==> config.mk <==
export PLATFORM = sky130hd
export DESIGN_NAME = fetch_queue_ctrl
export DESIGN_NICKNAME = d
export VERILOG_FILES = /design/src/rtl/fetch_queue_ctrl.sv
export SDC_FILE = /design/constraint.sdc
export NUM_CORES = 1
export LEC_CHECK = 0
export CORE_UTILIZATION = 23
export CTS_BUF_LIST = sky130_fd_sc_hd__clkbuf_8
export DETAILED_ROUTE_END_ITERATION = 10
export PLACE_DENSITY_LB_ADDON = 0.05
export SLEW_MARGIN = 30
export SYNTH_ARGS = -nofsm -noshare
export SYNTH_HDL_FRONTEND = slang
export SYNTH_SLANG_ARGS = --single-unit
==> constraint.sdc <==
create_clock -name clk -period 2.3 [get_ports clk]
set_input_delay 0.345 -clock clk [delete_from_list [all_inputs] [get_ports clk]]
set_output_delay 0.345 -clock clk [all_outputs]
set_load 0.02 [all_outputs]
==> src/rtl/fetch_queue_ctrl.sv <==
// Instruction fetch controller: one-outstanding imem request feeding a
// small {pc, instr} queue, with decode redirects and stale-response discard.
module fetch_queue_ctrl #(
  parameter int unsigned WIDTH = 32,
  parameter int unsigned DEPTH = 2,
  parameter logic [WIDTH-1:0] RESET_PC = '0
) (
  input  logic             clk,
  input  logic             rst,
  input  logic             jump_decode,
  input  logic             pcsrc_decode,
  input  logic [WIDTH-1:0] pc_jump,
  input  logic [WIDTH-1:0] pc_branch,
  input  logic             stall_decode,
  output logic             imem_req,
  output logic [WIDTH-1:0] imem_addr,
  input  logic             imem_ack,
  input  logic [WIDTH-1:0] imem_rdata,
  output logic [WIDTH-1:0] pc_fetch,
  output logic [WIDTH-1:0] instr_fetch,
  output logic             instr_valid
);

  localparam int unsigned PW = $clog2(DEPTH);
  localparam int unsigned CW = $clog2(DEPTH + 1);
  localparam logic [CW-1:0] FULL = CW'(DEPTH);

  typedef enum logic [1:0] {
    IDLE, READY, BUSY, DISCARD
  } state_t;

  state_t           state;
  logic [WIDTH-1:0] pc_q;
  logic [WIDTH-1:0] addr_q;
  logic [WIDTH-1:0] pc_mem [DEPTH];
  logic [WIDTH-1:0] ins_mem [DEPTH];
  logic [PW-1:0]    wr_ptr;
  logic [PW-1:0]    rd_ptr;
  logic [CW-1:0]    count;

  logic             redirect;
  logic [WIDTH-1:0] target;
  logic             fetching;
  logic             held;
  logic             push;
  logic             pop;
  logic             flush;

  always_comb begin
    redirect = jump_decode | pcsrc_decode;
    target   = jump_decode ? pc_jump : pc_branch;
    held     = (state == BUSY) || (state == DISCARD);
    fetching = (state == READY) && (count < FULL) && !redirect;
    push     = imem_ack && !redirect
             && (fetching || (state == BUSY));
    flush    = redirect && (state != IDLE);
    pop      = (count != '0) && !stall_decode && !redirect;
  end

  assign imem_req    = fetching || held;
  assign imem_addr   = held ? addr_q : pc_q;
  assign instr_valid = (count != '0);
  assign pc_fetch    = instr_valid ? pc_mem[rd_ptr] : '0;
  assign instr_fetch = instr_valid ? ins_mem[rd_ptr] : '0;

  always_ff @(posedge clk or negedge rst) begin
    if (!rst) begin
      state  <= IDLE;
      pc_q   <= RESET_PC;
      addr_q <= RESET_PC;
    end else begin
      unique case (state)
        IDLE: state <= READY;
        READY: begin
          if (redirect) begin
            pc_q <= target;
          end else if (fetching) begin
            if (imem_ack) begin
              pc_q <= pc_q + WIDTH'(4);
            end else begin
              addr_q <= pc_q;
              state  <= BUSY;
            end
          end
        end
        BUSY: begin
          if (redirect) begin
            pc_q  <= target;
            state <= imem_ack ? READY : DISCARD;
          end else if (imem_ack) begin
            pc_q  <= pc_q + WIDTH'(4);
            state <= READY;
          end
        end
        DISCARD: begin
          if (redirect) pc_q <= target;
          if (imem_ack) state <= READY;
        end
        default: state <= IDLE;
      endcase
    end
  end

  always_ff @(posedge clk or negedge rst) begin
    if (!rst) begin
      wr_ptr <= '0;
      rd_ptr <= '0;
      count  <= '0;
      for (int i = 0; i < DEPTH; i++) begin
        pc_mem[i]  <= '0;
        ins_mem[i] <= '0;
      end
    end else if (flush) begin
      wr_ptr <= '0;
      rd_ptr <= '0;
      count  <= '0;
    end else begin
      if (push) begin
        pc_mem[wr_ptr]  <= imem_addr;
        ins_mem[wr_ptr] <= imem_rdata;
        wr_ptr          <= wr_ptr + PW'(1);
      end
      if (pop) rd_ptr <= rd_ptr + PW'(1);
      if (push && !pop) count <= count + CW'(1);
      else if (pop && !push) count <= count - CW'(1);
    end
  end

endmodule

Word level (Yosys, flattened, before mapping). Index checks and enable logic that the tools add are counted.

$add $sub $neg: 5. Magnitude comparators: 4. Equality and inequality tests: 8. Muxes and demuxes: 34. Bitwise gates (word level): 6. Reductions and logical operators: 28.

Operators by type and width (count): 2-to-1 mux 32 bit (16); bitwise mux 64 bit (2); case mux 32 bit (3 select lines) (1); adder 32 x 3 -> 32 bit (second input constant) (1); demux 32 bit (select 1 bit) (1); 2-to-1 mux 2 bit (9); logical AND 1 bit (10); inequality test 2 bit (second input constant) (4); case mux 2 bit (4 select lines) (1); nonzero test 2 bit (4); AND reduction 3 bit (2); nonzero test 3 bit (2); equality test 2 bit (second input constant) (2); >= comparator 2 bit (second input constant) (2); logical NOT 1 bit (4); 2-to-1 mux 1 bit (4); NOT 1 -> 2 bit (2); AND reduction 4 bit (1); logical OR 1 bit (3); inequality test 3 bit (second input constant) (1); NOT 1 bit (3); adder 1 bit (second input constant) (2); adder 2 x 1 -> 2 bit (second input constant) (1); equality test 2 x 1 -> 1 bit (second input constant) (1); other kinds (6) (6).

Flip-flop bits (word level): 198. Bits of input ports: 102. Output and inout bits: 98. Word-level logic and storage cells: 95.

Logic depth before layout (Yosys ltp). Gate-level depths: netlist of the first run.

Word-level depth: 10. Mapped depth: 8. Mapped depth without buffers: 6.

Least setup slack after synthesis of the first run. No wires, ideal clock.

Kind: reg2reg. Start: reg pc_q[2]. End: reg pc_q[26]. Setup time: 0.138 ns. Arrival time: 2.038 ns. Required time: 2.162 ns. Setup slack: 0.125 ns. Stages on the path, launching flop included: 7. Path buffers: 0. Clock period less this slack: 2.175 ns. Cells stage by stage: dfrtp_1 -> ha_1 -> nand4_2 -> or4_4 -> or4_4 -> nand3_1 -> o311ai_2.

Longest elaborated chain between the ends: 5. Elaborated cells on any way between the ends: 6. Those cells by class: 1 x add/sub; 5 x mux.

RTL lines: start, declared (RTL line 33) `logic [WIDTH-1:0] pc_q;`; start signal, assigned (RTL line 76) `pc_q <= target;`; start signal, assigned (RTL line 79) `pc_q <= pc_q + WIDTH'(4);`; start signal, assigned (RTL line 88) `pc_q <= target;`; adder 32 x 3 -> 32 bit * (RTL line 79, 91); 2-to-1 mux 32 bit * (RTL line 78, 90); 2-to-1 mux 32 bit (RTL line 77) `end else if (fetching) begin`; 2-to-1 mux 32 bit (RTL line 75) `if (redirect) begin`; case mux 32 bit (3 select lines) * (RTL line 72) `unique case (state)`.

Every way passes the cells marked *; elsewhere a longest branch is shown, timed or not. The select of a mux whose other input is x is not followed. A chain may end at the register's enable or synchronous reset.

Worst setup path in the final report of the first run.
Start: reg state[1]. End: reg ins_mem[33] (netlist name).

Longest elaborated chain between the ends: 6. Elaborated cells on any way between the ends: 10. Those cells by class: 2 x eq/ne; 1 x bitwise; 7 x reduce/logical.

RTL lines: start, declared (RTL line 32) `state_t state;`; start signal, assigned (RTL line 89) `state <= imem_ack ? READY : DISCARD;`; equality test 2 x 1 -> 1 bit (RTL line 53) `fetching = (state == READY) && (count < FULL) && !redirect;`; logical AND 1 bit (2 in a row) (RTL line 53); logical OR 1 bit (RTL line 55) `&& (fetching || (state == BUSY));`; logical AND 1 bit (RTL line 55); AND reduction 2 bit (no source line) *; end signal, assigned by index (RTL line 120) `ins_mem[wr_ptr] <= imem_rdata;`; end, declared (RTL line 36) `logic [WIDTH-1:0] ins_mem [DEPTH];`.

Every way passes the cells marked *; elsewhere a longest branch is shown, timed or not.

==> flow_summary.json, run 1 <==
{
  "status": "finished, violations left",
  "violations": "negative setup slack",
  "setup_viol": 53,
  "synth-edff-count": 0,
  "cts_made_buffers": 17,
  "io_pins": 200,
  "hold_path.class": "in -> async",
  "clk_path_buf_depth": 2,
  "fmax_ghz": 0.411,
  "setup_tns_ps": -2920,
  "path_max_fanout": 4,
  "rr_endpoint": "ins_mem[33]",
  "clk_latency_ps": 490,
  "layout.cells.non_filler": 1790,
  "first_iter_violations": 448,
  "powerDensity_nw_per_um2": 886,
  "max_stage_delay_ps": 460,
  "cp-endpoint": "ins_mem[33]",
  "place_hpwl_um": 22500,
  "pwr-share-comb_pct": 41.3,
  "crit_family": "buffers and inverters",
  "cp-startpoint": "state[1]",
  "worst_pin_slew_ps": 646,
  "avgRoutedWirePerCell_um": 20.0,
  "core-area_um2": 42200,
  "drv_cap": 0,
  "dp_cells": 1695,
  "globalRouteOverflowTotal": 0,
  "post-route-cell-area_um2": 14500,
  "dieArea_um2": 44000,
  "layout_commonest_cell": "dfrtp_1",
  "root_buffer": "clkbuf_8",
  "async_flop_share_pct": 100,
  "synth_seq_cells": 198,
  "netlist_instances": 953,
  "timing.final.ws_setup_ps": -133,
  "portBuffers": 199,
  "die_y_um": 210,
  "gp_congestion": 0.768,
  "synth.avg_cell_area_um2": 10.4,
  "p_int_uw": 7970,
  "dieWidth_um": 210,
  "r2r_cells": 8,
  "antenna_found_initial": 0,
  "viasPerCell": 4.53,
  "crit_type": "reg -> reg",
  "critPathBufInv": 4,
  "seq_power_share_pct": 41.6,
  "dp_slack_ps": -145,
  "hold_viol_final": 0,
  "grt_max_degree": 54,
  "syn_area_um2": 9930,
  "firstDrtPassIters": 4,
  "p_leak_uw": 0.00621,
  "clock_skew_ps": 13.6,
  "ys_warn_count": 0,
  "h-tree-depth": 4,
  "fp-row-count": 75,
  "cts.sinks": 198,
  "antenna_violating_nets_post_route": 0,
  "sw_frac_of_total_pct": 37.9,
  "startpoint_type": "register",
  "grt_usage_pct": 15.1,
  "first_global_vias": 8175,
  "grt_pass1_wl_um": 50100,
  "n_antenna_cell": 0,
  "min_period_ps": 2430,
  "syn_nets": 1056,
  "critPathRequiredTime_ps": 2670,
  "ys.flop_type": "dfrtp_1",
  "wl_um": 35800,
  "slew_viol_final": 0,
  "worst_slew_margin_rel_pct": 56.9,
  "cp.arrival_ps": 2810,
  "p_sw_uw": 4870,
  "cp.depth": 8,
  "num_vias": 8101,
  "nNetsFinal": 1341,
  "post-route-period-util_pct": 106,
  "r2r_start": "state[1]",
  "peakVddDrop_v": 0.000369,
  "route.detailed.drc": 0,
  "path_clk_slew_ps": 110,
  "final_cell_mix": "dfrtp_1 (195), nor2_1 (112), clkdlybuf4s50_1 (104)",
  "rsz0062_at_grt": "true",
  "holdWs_ps": 377,
  "cts_tree": "built",
  "cpMaxStageDelayCell": "dfrtp_2",
  "cp-end-kind": "register",
  "clockPowerShare_pct": 17.1,
  "syn_to_final_growth_pct": 45.9,
  "drive_gt1_share_pct": 32.7,
  "initial_core_util_pct": 23.5,
  "synth.distinct_cells": 54,
  "r2r_setup_slack_ps": -130,
  "yosysSeqAreaShare_pct": 49.9,
  "cp_cell_sequence": "buf_4 > buf_6 > or2_4 > a311o_1 > nor3_4 > buf_6 > clkbuf_16 > mux2_2",
  "place_area_um2": 13100,
  "path_common_cell": "buf_6"
}
[power groups by stage]
stage / sequential (uW) / clock [uW] / combinational, uW
global route: 5510 / 2450 / 5780
global placement: 5310 / 0 / 4880
CTS: 5310 / 2320 / 5000
finish: 5340 / 2190 / 5300
floorplan: 5120 / 0 / 2810
detailed placement: 5320 / 0 / 4910
[cells by family (layout without fill, tap and decap cells)]
kind of cell	count (synthesis)	after routing	synth area share, %
DFF	198	198	49.9
buffers and inverters	107	405	4.75
muxes	221	221	23.6
AOI/OAI and AO/OA	171	171	10.2
and+or+nand+nor	255	255	11.4
adders and majority gates	1	1	0.126
[cell usage after synthesis, types with 5 or more instances]
library cell  count  area (um^2)
nand4_1          11         68.8
buf_1            11         41.3
inv_1            38          143
nand3_1          16         80.1
nand2_1          69          259
a21oi_1          66          330
buf_2            17         85.1
mux2_2          103         1160
dfrtp_1         198         4950
a211oi_1          5         37.5
nor2_1          117          439
a31oi_1           5         31.3
o22a_1            5         43.8
clkbuf_1         32          120
mux2i_1         116         1160
nor3_1           15         75.1
a2bb2oi_1         6         52.6
o22ai_1           8         50.1
o21ai_0          54          270
[final cells by class]
cell class	count	area (um^2)
fill	4388	27700
timing repair buffer	335	3430
clock buffer	17	234
inverter	38	143
multi-input combinational	648	4920
clock inverter	15	124
sequential	198	4960
tap	539	674
[stage by stage]
| stage | power (uW) | util [%] |
|---|---|---|
| after global placement | 10200 | 31.1 |
| after detailed placement | 10200 | 31.1 |
| after floorplan | 7930 | - |
| final | 12800 | 34.3 |
| after global routing | 13700 | 34.3 |
| after CTS | 12600 | 32.5 |
[per-layer routing]
layer / vias up / wire length (um) / global-route usage [%]
met5: - / 0 / 0
met4: 0 / 280 / 2.94
met3: 8 / 1250 / 2.90
met2: 149 / 16500 / 23.6
met1: 4023 / 17800 / 21.7
li1: 3921 / - / -
[state kept, by name, summed over array words and instances (netlist names)]
name,cells
state,2
rd_ptr,1
wr_ptr,1
count,2
addr_q,32
ins_mem,64
pc_mem,64
pc_q,32
[timing repair]
item / in CTS / in global routing
hold endpoints to repair: 49 / 0
cloned: 4 / 18
setup endpoints to repair: 97 / 126
gates resized for setup: 263 / 163
buffers inserted: 12 / 30
pin swaps: 2 / 8
hold buffers: 1 / 0
[worst min path at each step]
stage                startpoint           to  slack [ps]  cells after the start
global route                rst  ins_mem[15]         370                      2
CTS                 jump_decode      pc_q[0]         350                      3
floorplan                   rst    addr_q[0]          50                      0
finish                      rst  ins_mem[15]         380                      2
global placement            rst  ins_mem[15]         360                      1
detailed placement          rst  ins_mem[15]         360                      1
No activity file was read; power rests on OpenSTA's default activity.
==> inputs of run 2 (changes only) <==
- CORE_ASPECT_RATIO: default -> 0.75
- CORE_MARGIN: default -> 5
==> run 2 against run 1 <==
The run now ends clean; critical path depth down 2; sequential share of layout area increased by 0.52 points; routed wire length is 2.7% lower; via count barely moved; global-route usage decreased by 0.88 points; core utilization fell by 0.62 points; hold slack lost 5.8 ps; count of clock-buffer cells in the layout is 2 higher; worst setup slack better by 150 ps; maximum frequency up 6.5%; design area down 1.5%; non-clock buffer count shrank 1; critical path type unchanged.
==> flow_summary.json, run 2 (synthesis gave the netlist of run 1 again) <==
{
  "critPathRequiredTime_ps": 2680,
  "avgRoutedWirePerCell_um": 19.2,
  "grt_max_degree": 53,
  "die_y_um": 190,
  "viasPerCell": 4.45,
  "reg_top3": "ins_mem (64), pc_mem (64)",
  "hold_path.class": "in -> async",
  "post-route-cell-area_um2": 14300,
  "r2r_cells": 6,
  "clk_path_buf_depth": 2,
  "layout.cells.non_filler": 1820,
  "powerDensity_nw_per_um2": 909,
  "first_iter_violations": 313,
  "antenna_found_initial": 0,
  "dieWidth_um": 250,
  "portBuffers": 199,
  "first_global_vias": 8557,
  "cts.sinks": 198,
  "clock_skew_ps": 21.7,
  "cp.arrival_ps": 2670,
  "p_leak_uw": 0.00604,
  "min_period_ps": 2280,
  "r2r_start": "state[1]",
  "clk_latency_ps": 490,
  "r2r_setup_slack_ps": 20,
  "startpoint_type": "register",
  "initial_core_util_pct": 23.4,
  "peakVddDrop_v": 0.000369,
  "io_pins": 200,
  "status": "finished clean",
  "fp-row-count": 65,
  "num_vias": 8098,
  "post-route-period-util_pct": 99.3,
  "cp_cell_sequence": "or2_1 > a311o_1 > nor3_4 > buf_12 > buf_16 > mux2_2",
  "nNetsFinal": 1340,
  "place_area_um2": 13300,
  "grt_usage_pct": 14.2,
  "rr_endpoint": "ins_mem[55]",
  "layout_commonest_cell": "dfrtp_1",
  "path_max_fanout": 35,
  "drive_gt1_share_pct": 30.8,
  "worst_pin_slew_ps": 601,
  "drv_cap": 0,
  "dp_slack_ps": -219,
  "h-tree-depth": 4,
  "gp_congestion": 0.771,
  "core-area_um2": 42400,
  "max_stage_delay_ps": 470,
  "route.detailed.drc": 0,
  "cts_made_buffers": 17,
  "root_buffer": "clkbuf_8",
  "hold_viol_final": 0,
  "cts_tree": "built",
  "worst_slew_margin_rel_pct": 59.9,
  "globalRouteOverflowTotal": 0,
  "cp-end-kind": "register",
  "dp_cells": 1750,
  "timing.final.ws_setup_ps": 16.2,
  "holdWs_ps": 371,
  "firstDrtPassIters": 4,
  "antenna_violating_nets_post_route": 0,
  "cpMaxStageDelayCell": "dfrtp_2",
  "setup_viol": 0,
  "place_hpwl_um": 24000,
  "grt_pass1_wl_um": 52500,
  "rsz0062_at_grt": "true",
  "syn_to_final_growth_pct": 43.8,
  "slew_viol_final": 0,
  "crit_type": "reg -> reg",
  "path_clk_slew_ps": 110,
  "wl_um": 34900,
  "dieArea_um2": 47500,
  "fmax_ghz": 0.438,
  "final_cell_mix": "dfrtp_1 (194), nor2_1 (115), mux2_2 (103)"
}
run 2: cell count changes in the layout (fill, tap and decap cells not counted), moves of 6 or more:
cell	previous run	this run
clkdlybuf4s15_1	6	24
buf_2	33	16
mux2_4	15	0
buf_4	88	102
mux2_2	90	103
clkbuf_16	13	6
clkbuf_2	30	37
clkinvlp_4	7	0
buf_12	24	18
buf_6	14	8
dlymetal6s2s_1	6	0
run 2: worst max-delay path by stage:
stage / from / end / slack (ps) / cells past startpoint
after global routing: state[1] / imem_addr[27] / -110 / 5
after floorplan: pc_q[2] / pc_q[26] / 120 / 6
after detailed placement: pcsrc_decode / ins_mem[58] / -220 / 7
after global placement: pcsrc_decode / ins_mem[55] / -190 / 7
after CTS: state[1] / imem_addr[10] / -160 / 6
final: state[1] / ins_mem[55] / 20 / 6
run 2: layer usage:
layer / global-route usage [%] / vias to the layer above / share of wire, %
met1: 21.0 / 4028 / 51
met4: 2.74 / 0 / 0.85
met2: 22.0 / 133 / 44
li1: - / 3920 / -
met5: 0 / - / 0
met3: 2.71 / 17 / 4.1
run 2: area by class of cell:
type / instances / area, um^2
fill: 4323 / 28100
clock inverter: 13 / 138
antenna: 1 / 2.50
tap: 569 / 712
clock buffer: 19 / 262
sequential: 198 / 4960
inverter: 38 / 143
multi-input combinational: 648 / 4850
timing repair buffer: 334 / 3200
run 2: repair_timing:
action                                  4_1_cts  5_1_grt
endpoints found under the setup margin       98      137
resized for setup                           229      138
setup buffers                                15       13
hold endpoints to repair                     41        0
hold buffers                                  1        0
pin swaps                                     3        3
gates cloned                                  3        6
run 2: metrics by stage:
stage	power, uW	setup TNS [ps]	utilization [%]
finish	13000	0	33.7
global route	13900	-1310	33.7
CTS	12900	-851	33.2
detailed placement	10400	-10880	31.4
global placement	10400	-9250	31.4
floorplan	7930	0	-
run 2: critical path: cells and delay by family (launching register included):
family	cells	cell delay [ps]
flip-flops	1	470
AO/OA/AOI/OAI	1	410
AND/OR/NAND/NOR	2	580
buffers and inverters	2	360
multiplexers	1	350
run 2: where the power goes:
part           internal [uW]  switching [uW]
Sequential              4600             773
Clock                    959            1420
Combinational           2520            2700
Total                   8080            4890
==> inputs of run 3 (changes only) <==
- TNS_END_PERCENT: default -> 50
==> run 3 against run 2 <==
The run now ends with negative setup slack left; die area stayed put; worst setup slack worse by 20 ps; hold slack about the same; maximum frequency decreased by 0.88%; sequential power is essentially flat; final cell count fell by 0.66%; combinational power fell by 4%; routed wire length shrank 0.34%; total power is 1.5% lower; clock power hardly changed; clock skew is essentially flat; largest cell class unchanged; largest power group unchanged; highest routed layer unchanged.
==> flow_summary.json, run 3 (synthesis gave the netlist of run 1 again) <==
{
  "status": "finished, violations left",
  "violations": "negative setup slack",
  "holdWs_ps": 372,
  "post-route-period-util_pct": 100,
  "met3_usage_pct": 2.73,
  "portBuffers": 199,
  "grt_max_degree": 53,
  "startpoint_type": "register",
  "grt_pass1_wl_um": 52500,
  "clk_path_buf_depth": 2,
  "dieArea_um2": 47500,
  "rsz0062_at_grt": "true",
  "reg_top3": "ins_mem (64), pc_mem (64)",
  "hold_path.class": "in -> async",
  "layout_commonest_cell": "dfrtp_1",
  "n_antenna_cell": 0,
  "cpMaxStageDelayCell": "dfrtp_2",
  "io_pins": 200,
  "worst_slew_margin_rel_pct": 59.5,
  "globalRouteOverflowTotal": 0,
  "dieWidth_um": 250,
  "grtUsageMet2_pct": 21.9,
  "clock_skew_ps": 21.8,
  "multi_input_area_um2": 4840,
  "first_iter_violations": 338,
  "firstDrtPassIters": 5,
  "crit_type": "reg -> reg",
  "viasPerCell": 4.46,
  "cp-end-kind": "register",
  "critPathRequiredTime_ps": 2680,
  "cp.arrival_ps": 2690,
  "setup_tns_ps": -5.29,
  "avgRoutedWirePerCell_um": 19.2,
  "min_period_ps": 2300,
  "finalPower_uw": 12800,
  "wl_um": 34800,
  "fp-row-count": 65,
  "crit_family": "buffers and inverters",
  "setup_viol": 2,
  "final_cell_mix": "dfrtp_1 (194), nor2_1 (116), mux2_2 (103)",
  "die_y_um": 190,
  "antenna_violating_nets_post_route": 0,
  "n_fill_cell": 4341,
  "timing.final.ws_setup_ps": -4.10,
  "cts_tree": "built",
  "drive_gt1_share_pct": 29.1,
  "syn_to_final_growth_pct": 42.7,
  "critPathBufInv": 3,
  "cts_made_buffers": 17,
  "max_stage_delay_ps": 450,
  "drv_cap": 0,
  "cp_cell_sequence": "bufbuf_16 > nor2_1 > a311o_1 > nor3_4 > buf_12 > buf_16 > mux2_2",
  "path_clk_slew_ps": 110,
  "num_vias": 8058,
  "grt_busiest_layer": "met2",
  "grt_usage_pct": 14.2,
  "worst_pin_slew_ps": 607,
  "peakVddDrop_v": 0.000371,
  "dp_slack_ps": -219,
  "regArea_um2": 4960,
  "use_met1_pct": 21.0,
  "first_global_vias": 8533,
  "fmax_ghz": 0.434,
  "clk_latency_ps": 490,
  "powerDensity_nw_per_um2": 902,
  "h-tree-depth": 4,
  "core-area_um2": 42400,
  "nNetsFinal": 1329,
  "root_buffer": "clkbuf_8",
  "path_max_fanout": 18,
  "slew_viol_final": 0,
  "p_leak_uw": 0.00605,
  "route.detailed.drc": 0,
  "hold_viol_final": 0,
  "gp_congestion": 0.771,
  "initial_core_util_pct": 23.4,
  "cts.sinks": 198,
  "antenna_found_initial": 0,
  "place_hpwl_um": 24000
}
## run 3: worst register-to-register path, stage by stage (launching register included)
cell and delay, ps:
dfrtp_2 450, bufbuf_16 350, nor2_1 70, a311o_1 390, nor3_4 240, buf_12 170
buf_16 180, mux2_2 350
## run 3: metrics by stage
step	cells	util [%]	instance area, um^2
after floorplan	953	-	9930
after global placement	1750	31.4	13300
after detailed placement	1750	31.4	13300
after CTS	1793	33.1	14000
after global routing	1808	33.4	14200
final	1808	33.4	14200
## run 3: power by group
part           leakage [uW]  internal (uW)  switching, uW  total [uW]
sequential          0.00234           4600            766        5360
combinational       0.00349           2410           2630        5040
clock              0.000213            959           1420        2370
## run 3: area by class of cell
| class | count | share of cell area [%] |
|---|---|---|
| clock inverter | 13 | 0.972 |
| tap | 569 | 5.03 |
| sequential | 198 | 35.0 |
| multi-input combinational | 648 | 34.2 |
| clock buffer | 19 | 1.85 |
| timing repair buffer | 323 | 22.0 |
| inverter | 38 | 1.01 |
## run 3: per-layer routing
metal | part of all wire, % | wire, um | vias to the layer above
li1 | - | - | 3894
met1 | 51 | 17800 | 4012
met2 | 45 | 15500 | 138
met3 | 3.3 | 1160 | 14
met4 | 0.77 | 269 | 0
met5 | 0 | 0 | -
## run 3: worst paths after layout
kind / startpoint / to / slack (ps) / cells after the start
worst max-delay path: state[1] / ins_mem[58] / -4 / 7
min in group clk: jump_decode / count[0] / 400 / 5
max in group asynchronous: rst / ins_mem[51] / 1180 / 3
worst min register to register: pc_mem[3] / pc_mem[3] / 490 / 2
worst max register to register: state[1] / ins_mem[58] / -4 / 7
worst min-delay path: rst / pc_mem[18] / 370 / 2
## run 3: repair_timing
| item | CTS | global route |
|---|---|---|
| hold buffers | 1 | 0 |
| endpoints found under the hold margin | 41 | 0 |
| setup buffers | 7 | 11 |
| gates resized for setup | 198 | 107 |
| endpoints found under the setup margin | 98 | 159 |
| pin swaps | 2 | 4 |
| gates cloned | 3 | 4 |
